### src/rtl/pipe_pkg.sv
// Shared definitions for the RV64 5-stage pipeline: widths, ALUOp codes and
// the bundle of decode-stage control bits carried down the pipe.
package pipe_pkg;

  localparam int XLEN      = 64;
  localparam int REG_IDX_W = 5;

  localparam logic [1:0] ALUOP_ADD   = 2'b00;
  localparam logic [1:0] ALUOP_BR    = 2'b01;
  localparam logic [1:0] ALUOP_RTYPE = 2'b10;

  typedef struct packed {
    logic       branch;
    logic       mem_read;
    logic       mem_to_reg;
    logic       mem_write;
    logic       alu_src;
    logic       reg_write;
    logic [1:0] alu_op;
  } ctrl_t;

  localparam ctrl_t CTRL_BUBBLE = '0;

endpackage

### src/rtl/hazard_detect.sv
// Load-use hazard detection: stalls PC and IF/ID for one cycle when the load
// in EX writes a register the ID-stage instruction reads.
module hazard_detect
  import pipe_pkg::*;
(
  input  logic                 ex_valid,
  input  logic                 ex_mem_read,
  input  logic [REG_IDX_W-1:0] ex_rd,
  input  logic [REG_IDX_W-1:0] id_rs1,
  input  logic [REG_IDX_W-1:0] id_rs2,
  input  logic                 flush,
  output logic                 stall,
  output logic                 pc_write,
  output logic                 if_id_write
);

  logic hazard;

  // Both source fields are compared whatever the format; a spurious stall is harmless.
  assign hazard = ex_valid & ex_mem_read & (ex_rd != '0) &
                  ((ex_rd == id_rs1) | (ex_rd == id_rs2));

  // A flush squashes the dependent instruction anyway, so stalling would only lose a cycle.
  assign stall       = hazard & ~flush;
  assign pc_write    = ~stall;
  assign if_id_write = ~stall;

endmodule

### src/rtl/id_ex_stage.sv
// ID/EX pipeline register with load-use stall and branch-flush bubble
// insertion, plus saturating bubble/flush event counters.
module id_ex_stage
  import pipe_pkg::*;
#(
  parameter int XLEN  = pipe_pkg::XLEN,
  parameter int CNT_W = 32
) (
  input  logic                 clk,
  input  logic                 reset_n,
  input  logic                 flush,
  input  logic [XLEN-1:0]      id_pc,
  input  logic [XLEN-1:0]      id_rs1_data,
  input  logic [XLEN-1:0]      id_rs2_data,
  input  logic [XLEN-1:0]      id_imm,
  input  logic [REG_IDX_W-1:0] id_rs1,
  input  logic [REG_IDX_W-1:0] id_rs2,
  input  logic [REG_IDX_W-1:0] id_rd,
  input  logic [3:0]           id_funct4,
  input  logic                 id_branch,
  input  logic                 id_mem_read,
  input  logic                 id_mem_to_reg,
  input  logic                 id_mem_write,
  input  logic                 id_alu_src,
  input  logic                 id_reg_write,
  input  logic [1:0]           id_alu_op,
  output logic                 stall,
  output logic                 pc_write,
  output logic                 if_id_write,
  output logic                 ex_valid,
  output logic [XLEN-1:0]      ex_pc,
  output logic [XLEN-1:0]      ex_rs1_data,
  output logic [XLEN-1:0]      ex_rs2_data,
  output logic [XLEN-1:0]      ex_imm,
  output logic [REG_IDX_W-1:0] ex_rs1,
  output logic [REG_IDX_W-1:0] ex_rs2,
  output logic [REG_IDX_W-1:0] ex_rd,
  output logic [3:0]           ex_funct4,
  output logic                 ex_branch,
  output logic                 ex_mem_read,
  output logic                 ex_mem_to_reg,
  output logic                 ex_mem_write,
  output logic                 ex_alu_src,
  output logic                 ex_reg_write,
  output logic [1:0]           ex_alu_op,
  output logic [CNT_W-1:0]     bubble_count,
  output logic [CNT_W-1:0]     flush_count
);

  function automatic logic [CNT_W-1:0] sat_inc(input logic [CNT_W-1:0] v);
    return (&v) ? v : v + 1'b1;
  endfunction

  ctrl_t                id_ctrl;
  ctrl_t                ctrl_p1;
  logic                 vld_p1;
  logic [XLEN-1:0]      pc_p1, rs1_data_p1, rs2_data_p1, imm_p1;
  logic [REG_IDX_W-1:0] rs1_p1, rs2_p1, rd_p1;
  logic [3:0]           funct4_p1;

  assign id_ctrl = {id_branch, id_mem_read, id_mem_to_reg, id_mem_write,
                    id_alu_src, id_reg_write, id_alu_op};

  hazard_detect u_hazard (
    .ex_valid    (vld_p1),
    .ex_mem_read (ctrl_p1.mem_read),
    .ex_rd       (rd_p1),
    .id_rs1      (id_rs1),
    .id_rs2      (id_rs2),
    .flush       (flush),
    .stall       (stall),
    .pc_write    (pc_write),
    .if_id_write (if_id_write)
  );

  // ---- ID -> EX boundary ----
  always_ff @(posedge clk or negedge reset_n) begin
    if (!reset_n) begin
      vld_p1       <= 1'b0;
      ctrl_p1      <= CTRL_BUBBLE;
      pc_p1        <= '0;
      rs1_data_p1  <= '0;
      rs2_data_p1  <= '0;
      imm_p1       <= '0;
      rs1_p1       <= '0;
      rs2_p1       <= '0;
      rd_p1        <= '0;
      funct4_p1    <= '0;
      bubble_count <= '0;
      flush_count  <= '0;
    end else if (flush || stall) begin
      vld_p1       <= 1'b0;
      ctrl_p1      <= CTRL_BUBBLE;
      pc_p1        <= '0;
      rs1_data_p1  <= '0;
      rs2_data_p1  <= '0;
      imm_p1       <= '0;
      rs1_p1       <= '0;
      rs2_p1       <= '0;
      rd_p1        <= '0;
      funct4_p1    <= '0;
      // stall is already gated by flush, so exactly one counter moves.
      if (flush) flush_count  <= sat_inc(flush_count);
      else       bubble_count <= sat_inc(bubble_count);
    end else begin
      vld_p1       <= 1'b1;
      ctrl_p1      <= id_ctrl;
      pc_p1        <= id_pc;
      rs1_data_p1  <= id_rs1_data;
      rs2_data_p1  <= id_rs2_data;
      imm_p1       <= id_imm;
      rs1_p1       <= id_rs1;
      rs2_p1       <= id_rs2;
      rd_p1        <= id_rd;
      funct4_p1    <= id_funct4;
    end
  end

  assign ex_valid      = vld_p1;
  assign ex_pc         = pc_p1;
  assign ex_rs1_data   = rs1_data_p1;
  assign ex_rs2_data   = rs2_data_p1;
  assign ex_imm        = imm_p1;
  assign ex_rs1        = rs1_p1;
  assign ex_rs2        = rs2_p1;
  assign ex_rd         = rd_p1;
  assign ex_funct4     = funct4_p1;
  assign ex_branch     = ctrl_p1.branch;
  assign ex_mem_read   = ctrl_p1.mem_read;
  assign ex_mem_to_reg = ctrl_p1.mem_to_reg;
  assign ex_mem_write  = ctrl_p1.mem_write;
  assign ex_alu_src    = ctrl_p1.alu_src;
  assign ex_reg_write  = ctrl_p1.reg_write;
  assign ex_alu_op     = ctrl_p1.alu_op;

endmodule

### config.mk
export PLATFORM = sky130hd
export DESIGN_NAME = id_ex_stage
export DESIGN_NICKNAME = d
export VERILOG_FILES = /design/src/rtl/pipe_pkg.sv /design/src/rtl/hazard_detect.sv /design/src/rtl/id_ex_stage.sv
export SDC_FILE = /design/constraint.sdc
export NUM_CORES = 1
export LEC_CHECK = 0
export ABC_CLOCK_PERIOD_IN_PS = 3400
export CAP_MARGIN = 20
export CELL_PAD_IN_SITES_DETAIL_PLACEMENT = 1
export CELL_PAD_IN_SITES_GLOBAL_PLACEMENT = 2
export CORE_AREA = 2 2 249 251
export DETAILED_ROUTE_END_ITERATION = 12
export DIE_AREA = 0 0 251 253
export PLACE_DENSITY_LB_ADDON = 0.1
export SETUP_SLACK_MARGIN = 0.15
export SLEW_MARGIN = 0
export SYNTH_ARGS = -nofsm -noshare
export SYNTH_HDL_FRONTEND = slang
export SYNTH_SLANG_ARGS = --single-unit
### constraint.sdc
create_clock -name clk -period 3.4 [get_ports clk]
set_input_delay 0.51 -clock clk [delete_from_list [all_inputs] [get_ports clk]]
set_output_delay 0.51 -clock clk [all_outputs]
set_load 0.005 [all_outputs]
==> results, run 1 <==
- The number of primary I/O pins is 637.
- The iteration-0 DRC count of the detailed router is 340.
- The largest single stage delay on the critical path is 0.55 ns.
- Across all hold checks on the routed design, the worst slack comes to 0.482 ns.
- The most common library cell in the layout ignoring fill and taps is sky130_fd_sc_hd__clkdlybuf4s50_1.
- The initial cell density of the core is 20.3%.
- The fill cell instance count of the final layout is 6,524.
- Counting I/O delays and the setup requirement, the final critical path takes 3.14 ns.
- The yosys synthesis warning count is 0.
- For the worst setup path, the data required time is 2.89 ns.
- The number of nets in the synthesized netlist is 1,199.
- TritonCTS built the clock tree.
- Across the VDD grid, the largest voltage drop is 0.341 mV.
- The highest net fanout along the worst path is 7.
- In this run, distinct cell masters in the synthesized netlist total 41.
- After global routing the overflow that remains totals 0.
- The clock transition at the registers of the reported paths is 0.06 ns.
- The number of buffers added by the clock tree synthesis step is 45.
- Yosys mapped a number of flops with a built-in enable equal to 0.
- The floorplan step set the die height to 253 um.
- The post-synthesis instance total is 911.
- The startpoint type of the worst setup path is a register.
- The area growth from synthesis to layout is 70.9%.
- The number of global-route vias before repair is 10,429.
- In the layout the commonest cells are sky130_fd_sc_hd__clkdlybuf4s50_1, sky130_fd_sc_hd__dfrtp_1, sky130_fd_sc_hd__and2_1, sky130_fd_sc_hd__xnor2_1, sky130_fd_sc_hd__clkbuf_16.
- In this run the cell area of the synthesized design comes to 0.0124 mm2.
- The H-tree level count is 2.
- The leakage power summed over all cells is 9.09 nW.
- Walking the worst path, the cells encountered are or4_4 > o211ai_2 > or2_4 > nand2b_4 > clkdlybuf4s50_1.
- The clock arrives with 0.0214 ns of skew.
- For this design, the sink count on the clock tree is 348.
- Dividing total power by cell area gives a power density of 492 mW/mm2.
- The slew at the pin with the worst max-slew slack is 0.743 ns.
- For this run, design rule violations remaining after detail routing come to 0.
- The average routed wire per standard cell is 22.3 um.
- The top flip-flop cell by instance count after synthesis is sky130_fd_sc_hd__dfrtp_1.
- The tightest min-delay check is of the input port to register type.
- Yosys attributes the largest share of cell area to sky130_fd_sc_hd__dfrtp_1, sky130_fd_sc_hd__and2_1, sky130_fd_sc_hd__xnor2_1.
- In this run the horizontal extent of the chip is 251 um.
- The number of rows created at floorplan is 91.
- In this run the tool buffered the top-level ports with 636 buffer cells.
- Setup violations remaining at the end of the flow were counted as 0.
- The clock tree root driver cell is sky130_fd_sc_hd__clkbuf_16.
- Counting flops with an async set or reset pin after synthesis yields a share of 100%.
- The routed design has 53,400 um of wire.
- The global router's overall resource usage is 16.6%.
- The half-perimeter wire length after detailed placement is 41,200 um.
- The die covers 0.0635 mm2.
- The maximum root-to-sink buffer count is 3.
- Of all cell types, the one taking the most synthesized area is sky130_fd_sc_hd__dfrtp_1.
- The post-route antenna net violation count is 0.
- Entering global routing, the biggest net connects 108 pins.
- The final count of pins violating max slew is 0.
- Measured against its own limit, the worst slew margin works out to 50.0%.
- The routed layout has 9,308 vias.
- The run finished with clean final reports.
- The first global-routing pass estimated 76,100 um of wire.
- Setup repair after global routing left no endpoint under its margin.
- The share of the cycle needed by the critical path after routing is 92.3%.
- After floorplanning, the core was sized to cover 0.0610 mm2.
- The worst-skew pair later-pin latency is 0.58 ns.
- The setup TNS after final layout is 0 ns.
- The flip-flop and latch count after synthesis is 348.
- The number of nets at the end of the flow is 1,860.
- For this design, the slowest cell found on the critical path is sky130_fd_sc_hd__or4_4.
- Based on the critical path, the design can be clocked at up to 319 MHz.
- The total count of hold-check failures in the final report came to 0.
- A synthesized cell averages 13.6 um2.
- The top cell type's share of synthesized area is 70.4%.
- Across the run, the number of max-cap violations was 0.
- STA classifies the critical path endpoint as an output pin.
- The share of the Yosys chip area taken by registers is 70.4%.
- The placer's final routability congestion estimate is 0.759.
- In the routed layout, each cell is associated on average with a via count of 3.89.
- Data on the critical path arrives at its endpoint at 2.63 ns.
- In the final layout, the share of cells above drive strength 1 is 6.80%.
- The number of antenna violations at the first check in global routing came to 9.
- The count of TritonRoute iterations in the first routing pass is 4.
- The classification of the worst setup path is register to output pin.
[cell families (layout without fill, tap and decap cells)]
family / Yosys count / count (layout) / synth area share, %
other: 0 / 3 / 0
adder cells (fa/ha/maj): 2 / 2 / 0.202
buffers and inverters: 45 / 736 / 1.92
AO/OA/AOI/OAI: 6 / 6 / 0.415
flip-flops: 348 / 348 / 70.4
multiplexers: 1 / 1 / 0.0911
XOR/XNOR: 71 / 71 / 5.03
AND/OR/NAND/NOR: 438 / 438 / 21.9
[per-stage QoR]
step           area [um2]  cells  power [W]  util (%)  worst slack [ns]
6_report            21100   2395     0.0104      34.6             0.262
3_5_place_dp        19700   2313    0.00585      32.2             0.360
3_3_place_gp        19700   2313    0.00584      32.2             0.317
2_1_floorplan       12400    911    0.00481         -              1.29
4_1_cts             21100   2392     0.0106      34.6             0.167
5_1_grt             21100   2392     0.0109      34.6             0.151
[metal layers]
metal	global-route usage [%]	wire (um)	vias up	share of wire, %
li1	-	-	4234	-
met1	17.2	18400	4639	34
met2	29.9	28000	356	52
met3	8.49	6040	65	11
met4	3.86	907	14	1.7
met5	0	83	-	0.16
[power breakdown]
| group | internal, W | switching [W] | total, W | leakage, nW |
|---|---|---|---|---|
| logic | 0.000797 | 0.000470 | 0.00127 | 3.87 |
| registers | 0.00436 | 0.000120 | 0.00448 | 4.51 |
| clock network | 0.00276 | 0.00189 | 0.00465 | 0.706 |
[critical path, delay by kind of cell (launching register included)]
family,cells,cell delay [ns]
and+or+nand+nor,3,0.89
buffers and inverters,1,0.51
DFF,1,0.43
AOI/OAI and AO/OA,1,0.22
[cell usage after synthesis (all sizes together), types with 2 or more instances]
cell type and instances:
a21oi 2, and2 288, and3 16, and4 7, buf 9, clkbuf 28, dfrtp 348, ha 2
inv 8, nand2 30, nand2b 2, nand3 32, nand4 17, nand4b 2, nor2 13, nor3 13
nor4 9, or4 4, xnor2 52, xor2 19
[worst paths after layout]
kind / start / endpoint / slack, ns / cells after the start
worst max register to register: ex_rd[0]$_DFF_PN0_ / ex_rs1_data[41]$_DFF_PN0_ / 0.68 / 7
max in group asynchronous: reset_n / ex_imm[31]$_DFF_PN0_ / 1.82 / 3
worst min-delay path: id_rs1_data[62] / ex_rs1_data[62]$_DFF_PN0_ / 0.48 / 2
worst max-delay path: ex_rd[0]$_DFF_PN0_ / if_id_write / 0.26 / 5
min in group asynchronous: reset_n / ex_rs2_data[18]$_DFF_PN0_ / 0.54 / 2
worst min register to register: flush_count[7]$_DFFE_PN0P_ / flush_count[7]$_DFFE_PN0P_ / 0.49 / 1
[what timing repair did]
| item | 4_1_cts | 5_1_grt |
|---|---|---|
| hold endpoints to repair | 70 | 0 |
| hold buffers | 1 | 0 |
| setup buffers | 1 | 0 |
| resized for setup | 2 | 2 |
| pin swaps | 2 | 0 |
| setup endpoints to repair | 3 | 3 |
[cell type report]
class / count / area (um2) / share of cell area, %
clock buffers: 70 / 1370 / 6.49
flip-flops and latches: 348 / 8710 / 41.2
clock inverters: 7 / 63.8 / 0.302
well taps: 790 / 988 / 4.68
multi-input cells: 518 / 3430 / 16.2
inverters: 8 / 30.0 / 0.142
repair buffers: 651 / 6540 / 30.9
diodes: 3 / 7.51 / 0.0355
(Power assumes the default switching activity.)
==> inputs of run 2 (changes only) <==
--- a/config.mk
+++ b/config.mk
@@ -13,6 +13,7 @@
 export DETAILED_ROUTE_END_ITERATION = 12
 export DIE_AREA = 0 0 251 253
 export PLACE_DENSITY_LB_ADDON = 0.1
+export REMOVE_ABC_BUFFERS = 1
 export SETUP_SLACK_MARGIN = 0.15
 export SLEW_MARGIN = 0
 export SYNTH_ARGS = -nofsm -noshare
==> results, run 2 (synthesis results as in run 1) <==
- Once detailed placement completed, the half-perimeter wirelength came to 42,900 um.
- The average routed wire per standard cell is 22.7 um.
- The H-tree level count is 2.
- The design internal power is 0.00789 W.
- Of the available clock period, the critical path in the final layout requires 92.6%.
- The number of clock buffers added by TritonCTS is 45.
- For this block, the routed nets add up to 54,700 um of wire.
- The number of rows created at floorplan is 91.
- The final critical delay including setup and external delays is 3.15 ns.
- Leaving out fill and tap cells, the most frequent cells in the layout are sky130_fd_sc_hd__clkdlybuf4s50_1, sky130_fd_sc_hd__dfrtp_1, sky130_fd_sc_hd__and2_1, sky130_fd_sc_hd__xnor2_1, sky130_fd_sc_hd__clkbuf_16.
- The post-route clock skew is 0.0282 ns.
- Across the VDD grid, the largest voltage drop is 0.335 mV.
- The run finished with clean final reports.
- In this run switching power makes up 24.1% of total power.
- The post-route antenna net violation count is 0.
- The floorplan die area is 0.0635 mm2.
- Cells with a size suffix above 1 make up 7.68% of the layout.
- In this design, the stage delay of the slowest critical-path cell is 0.54 ns.
- The signal on the critical path passes through or4_4 > o211ai_4 > or2_4 > nand2b_4 > clkdlybuf4s50_1.
- The library cell used most frequently in the layout, excluding fill and tap cells, is sky130_fd_sc_hd__clkdlybuf4s50_1.
- The post-route non-filler standard cell count is 2,411.
- The total of buffers placed on input and output ports is 636.
- The max-slew headroom at the worst pin is 48.6%.
- The number of primary I/O pins is 637.
- The largest net degree at the start of global routing is 84.
- TritonCTS built the clock tree.
- STA puts the critical path data required time at 2.89 ns.
- The classification of the worst setup path is register to output pin.
- STA classifies the critical path endpoint as an output pin.
- The setup slack after layout is 0.250 ns.
- The fill cell instance count of the final layout is 6,480.
- For this run, the detailed router's first-pass iteration total came to 4.
- The first routing iteration left 293 violations.
- The clock tree root driver cell is sky130_fd_sc_hd__clkbuf_16.
- The final count of pins violating max slew was 0.
- In this run, placement finished with an instance count of 2,324.
- Data on the critical path arrives at its endpoint at 2.64 ns.
- The remaining design rule violation count is 0.
- The part of the power in the clock network is 44.4%.
- The multi-input logic area is 0.00343 mm2.
- The floorplan step set the die width to 251 um.
- The remaining global-route overflow is 0.
- The area growth from synthesis to layout is 72.3%.
- The number of nets at the end of the flow is 1,873.
- The worst-skew pair later-pin latency is 0.59 ns.
- The core region area is 0.0610 mm2.
- The proportion of power drawn by combinational gates is 12.5%.
- The core utilization of the finished layout is 34.9%.
- The min-delay analysis places its worst path in the category input port to register.
- The initial cell density of the core is 20.3%.
- The number of global-route vias before repair is 10,443.
- The switching power of the nets is 0.00251 W.
- On the critical path, the stage with the largest delay is an instance of sky130_fd_sc_hd__or4_4.
- After routing the design area is 0.0213 mm2.
- The leakage power summed over all cells is 9.18 nW.
- Clock-pin slew was measured on the worst setup and hold paths at 0.06 ns.
- The sequential cells in the finished layout cover a total of 0.00871 mm2.
- At the pin with the least slew margin, the transition time is 0.772 ns.
- Before CTS, the worst setup slack after placement is 0.464 ns.
- The first global-routing pass estimated 77,300 um of wire.
- In this run the worst path has a maximum fanout of 7.
- Summing all placed instances gives a cell area of 0.0198 mm2.
- The maximum operating frequency is 317 MHz.
- STA classifies the critical path startpoint as a register.
- The via count is 9,352.
- Setup repair after global routing left no endpoint under its margin.
- Counting along the longest clock path gives a buffer depth of 3.
- In this run the vertical extent of the chip is 253 um.
- The placer's final routability congestion estimate is 0.778.
- Global routing used 17.0% of the available tracks across all layers.
- Sequential cells burn 43.1% of the power.
- The max-cap violation count is 0.
- Setup violations remaining at the end of the flow were counted as 0.
- After detailed routing, the number of vias per cell comes to 3.88.
- The tightest hold path in the finished design has a slack of 0.474 ns.
- The total count of hold-check failures in the final report is 0.
- The total power divided by cell area is 488 mW/mm2.
- The number of antenna violations at the first check in global routing came to 15.
- For this design, the sink count on the clock tree is 348.
## run 2: cell types whose count changed in the layout (fill, tap and decap cells not counted), sizes merged
cell      previous run  this run
clkinvlp             1         0
buf                 15        28
diode                3         6
clkbuf              70        67
clkinv               5         9
## run 2: per-layer routing
layer  up-vias  track usage (%)  share of wire (%)  wire length, um
met5         -                0               0.19              102
met4        18             3.54                1.7              938
met3        76             8.95                 11             5900
met2       340             30.8                 52            28600
met1      4663             17.2                 35            19100
li1       4255                -                  -                -
## run 2: critical path: cells and delay by family (launching register included)
| family | cells | cell delay, ns |
|---|---|---|
| flip-flops | 1 | 0.45 |
| buffers and inverters | 1 | 0.51 |
| AO/OA/AOI/OAI | 1 | 0.24 |
| AND/OR/NAND/NOR | 3 | 0.88 |
## run 2: timing repair
action | CTS | global route
endpoints found under the setup margin | 3 | 3
pin swaps | 0 | 1
setup buffers | 0 | 3
hold buffers | 1 | 0
hold endpoints to repair | 12 | 0
gates resized for setup | 4 | 2
## run 2: metrics by stage
step | power [W] | setup TNS (ns)
finish | 0.0104 | 0
CTS | 0.0106 | 0
global route | 0.0109 | 0
detailed placement | 0.00589 | 0
floorplan | 0.00479 | -28.57
global placement | 0.00588 | 0
## run 2: area by class of cell
cell class              count  share of cell area [%]
flip-flops and latches    348                    40.9
multi-input cells         518                    16.1
diodes                      6                  0.0705
clock inverters            10                   0.358
well taps                 790                    4.64
inverters                   8                   0.141
repair buffers            664                    31.5
clock buffers              67                    6.29
## run 2: power by group through the flow
stage | sequential, W | combinational (W) | clock (W)
after floorplan | 0.00456 | 0.000223 | 0
after global placement | 0.00456 | 0.00132 | 0
after detailed placement | 0.00456 | 0.00133 | 0
after CTS | 0.00449 | 0.00134 | 0.00481
after global routing | 0.00452 | 0.00142 | 0.00498
final | 0.00449 | 0.00130 | 0.00462
## run 2: worst paths after layout
kind,start,to,slack (ns),cells after the start
min in group asynchronous,reset_n,bubble_count[11]$_DFFE_PN0P_,0.55,2
max in group asynchronous,reset_n,ex_pc[31]$_DFF_PN0_,1.84,3
worst max register to register,ex_rd[2]$_DFF_PN0_,ex_rs1_data[15]$_DFF_PN0_,0.79,7
worst min-delay path,id_imm[54],ex_imm[54]$_DFF_PN0_,0.47,2
worst min register to register,flush_count[31]$_DFFE_PN0P_,flush_count[31]$_DFFE_PN0P_,0.50,1
worst max-delay path,ex_rd[2]$_DFF_PN0_,if_id_write,0.25,5
==> inputs of run 3 (changes only) <==
--- a/config.mk
+++ b/config.mk
@@ -5,13 +5,13 @@
 export SDC_FILE = /design/constraint.sdc
 export NUM_CORES = 1
 export LEC_CHECK = 0
-export ABC_CLOCK_PERIOD_IN_PS = 3400
+export ABC_CLOCK_PERIOD_IN_PS = 3000
 export CAP_MARGIN = 20
 export CELL_PAD_IN_SITES_DETAIL_PLACEMENT = 1
 export CELL_PAD_IN_SITES_GLOBAL_PLACEMENT = 2
-export CORE_AREA = 2 2 249 251
+export CORE_AREA = 2 2 244 246
 export DETAILED_ROUTE_END_ITERATION = 12
-export DIE_AREA = 0 0 251 253
+export DIE_AREA = 0 0 246 248
 export PLACE_DENSITY_LB_ADDON = 0.1
 export REMOVE_ABC_BUFFERS = 1
 export SETUP_SLACK_MARGIN = 0.15
@@ -19,3 +19,4 @@
 export SYNTH_ARGS = -nofsm -noshare
 export SYNTH_HDL_FRONTEND = slang
 export SYNTH_SLANG_ARGS = --single-unit
+export TNS_END_PERCENT = 50
==> constraint.sdc (replaced) <==
create_clock -name clk -period 3 [get_ports clk]
set_input_delay 0.45 -clock clk [delete_from_list [all_inputs] [get_ports clk]]
set_output_delay 0.45 -clock clk [all_outputs]
set_load 0.005 [all_outputs]
==> results, run 3 (synthesis results as in run 1) <==
- The run finished with clean final reports.
- In the final routed layout, each cell accounts on average for 22.2 um.
- The first detailed-routing pass ran for 4 iterations.
- The leakage power summed over all cells is 9.18 nW.
- The clock transition at the registers of the reported paths is 0.06 ns.
- In this run the number of H-tree levels came out at 2.
- The classification of the worst setup path is register to output pin.
- The slew at the pin with the worst max-slew slack is 0.630 ns.
- The area growth from synthesis to layout is 72.4%.
- The number of global-route vias before repair came to 10,395.
- Detailed placement finished with a half-perimeter wire length of 40,900 um.
- Setup repair after global routing left no endpoint under its margin.
- The largest net degree at the start of global routing is 119.
- The max-cap violation count is 0.
- Static timing analysis puts the maximum clock frequency at 363 MHz.
- Summed over all layers, the global routing overflow is 0.
- In this run the clock root is driven by a sky130_fd_sc_hd__clkbuf_16.
- The final count of pins violating max slew came to 0.
- The total non-filler cell area in the finished layout is 0.0213 mm2.
- Data on the critical path is required at its endpoint by 2.55 ns.
- The layout cell share with drive strength beyond 1 is 7.27%.
- For this block, the via count after detailed routing is 9,345.
- The worst-case IR drop observed on VDD is 0.444 mV.
- The number of nets at the end of the flow is 1,868.
- Measured along the x axis, the die boundary spans 246 um.
- The total of buffers placed on input and output ports is 636.
- The number of clock sinks is 348.
- On the final layout, the worst clock skew is 0.0203 ns.
- After detailed routing, the number of vias per cell comes to 3.92.
- The total count of hold-check failures in the final report is 0.
- The floorplan die area is 0.0610 mm2.
- The clock passes through at most 3 buffers.
- The final wirelength is 52,800 um.
- TritonCTS built the clock tree.
- The worst-case setup slack after placement is 0.0922 ns.
- The iteration-0 DRC count of the detailed router is 239.
- Dividing the final minimum period by the clock period gives 91.7%.
- In the layout the commonest cells are sky130_fd_sc_hd__clkdlybuf4s50_1, sky130_fd_sc_hd__dfrtp_1, sky130_fd_sc_hd__and2_1, sky130_fd_sc_hd__xnor2_1, sky130_fd_sc_hd__clkbuf_16.
- The initial utilization of the core area, before any placement, comes to 21.2%.
- In this run the tightest slew margin relative to its limit is 57.9%.
- The number of antenna violations at the first check in global routing came to 10.
- The final setup violation count is 0.
- The setup slack after layout is 0.248 ns.
- The wire length of the first global-routing pass is 74,800 um.
- The floorplan step defined a core boundary enclosing 0.0585 mm2.
- For this design the top-level I/O count stands at 637.
- The startpoint type of the worst setup path is a register.
- The cell area after placement is 0.0197 mm2.
- The path class of the tightest hold or removal check is input port to register.
- The global router's overall resource usage is 17.1%.
- In this run the power density over the cells is 567 mW/mm2.
- The number of buffers added by the clock tree synthesis step is 44.
- Counting I/O delays and the setup requirement, the final critical path takes 2.75 ns.
- The most common library cell in the layout ignoring fill and taps is sky130_fd_sc_hd__clkdlybuf4s50_1.
- For the worst setup path, the data arrival time is 2.30 ns.
- The highest net fanout along the worst path is 4.
- The core utilization of the finished layout is 36.5%.
- The post-route antenna net violation count is 0.
- The number of rows created at floorplan is 89.
- From bottom edge to top edge, the die measures 248 um.
- The worst-skew pair later-pin latency is 0.57 ns.
- The remaining design rule violation count is 0.
- The endpoint class of the critical path is an output pin.
- The placer's final routability congestion estimate is 0.778.
[run 3: cell types whose count changed in the layout (fill, tap and decap cells not counted), sizes merged]
cell and change:
buf -4, inv +1, clkdlybuf4s50 -3, clkinv -6
bufinv +6, diode -3, dlygate4sd2 +3, clkbuf -3
[run 3: final cells by class]
type                    instances  area (um2)
flip-flops and latches        348        8710
multi-input cells             518        3430
repair buffers                660        6680
diodes                          3        7.51
inverters                       8        30.0
clock buffers                  64        1280
fillers                      6263       37100
well taps                     773         967
clock inverters                11         224
[run 3: worst paths after layout]
check | slack [ns] | startpoint | depth (start not counted) | end
max in group asynchronous | 1.66 | reset_n | 3 | ex_pc[18]$_DFF_PN0_
worst min-delay path | 0.43 | id_rs1_data[20] | 2 | ex_rs1_data[20]$_DFF_PN0_
worst max register to register | 0.37 | ex_rd[0]$_DFF_PN0_ | 7 | ex_imm[6]$_DFF_PN0_
worst max-delay path | 0.25 | ex_rd[0]$_DFF_PN0_ | 6 | stall
min in group asynchronous | 0.45 | reset_n | 2 | bubble_count[8]$_DFFE_PN0P_
worst min register to register | 0.49 | bubble_count[31]$_DFFE_PN0P_ | 1 | bubble_count[31]$_DFFE_PN0P_
[run 3: what timing repair did]
action                     4_1_cts  5_1_grt
buffers inserted                 6        0
setup endpoints to repair        3        0
gates resized for setup          8        0
hold buffers                     1        0
hold endpoints to repair        53        0
[run 3: worst max-delay path, stage by stage (launching register included)]
cell and delay, ns:
sky130_fd_sc_hd__dfrtp_2 0.40, sky130_fd_sc_hd__or4_4 0.55, sky130_fd_sc_hd__o211ai_2 0.21, sky130_fd_sc_hd__or2_1 0.15, sky130_fd_sc_hd__nand2b_4 0.15, sky130_fd_sc_hd__inv_1 0.04, sky130_fd_sc_hd__dlygate4sd2_1 0.25
[run 3: layer usage]
layer / GRT usage [%] / share of wire [%] / vias to the layer above
met1: 17.3 / 34 / 4665
met4: 4.31 / 1.9 / 8
li1: - / - / 4256
met2: 30.7 / 53 / 346
met5: 0 / 0.10 / -
met3: 8.81 / 11 / 70
[run 3: stage by stage]
step | power [W] | cells | hold WS, ns | TNS [ns]
3_3_place_gp | 0.00663 | 2300 | 0.459 | 0
3_5_place_dp | 0.00665 | 2300 | 0.468 | 0
2_1_floorplan | 0.00542 | 874 | 0.154 | -142.17
5_1_grt | 0.0126 | 2383 | 0.393 | 0
6_report | 0.0121 | 2385 | 0.427 | 0
4_1_cts | 0.0124 | 2382 | 0.380 | 0
[run 3: where the power goes]
group | internal [W] | total, W | switching [W]
sequential | 0.00494 | 0.00509 | 0.000144
combinational | 0.000918 | 0.00145 | 0.000532
clock | 0.00345 | 0.00555 | 0.00210
total | 0.00931 | 0.0121 | 0.00277
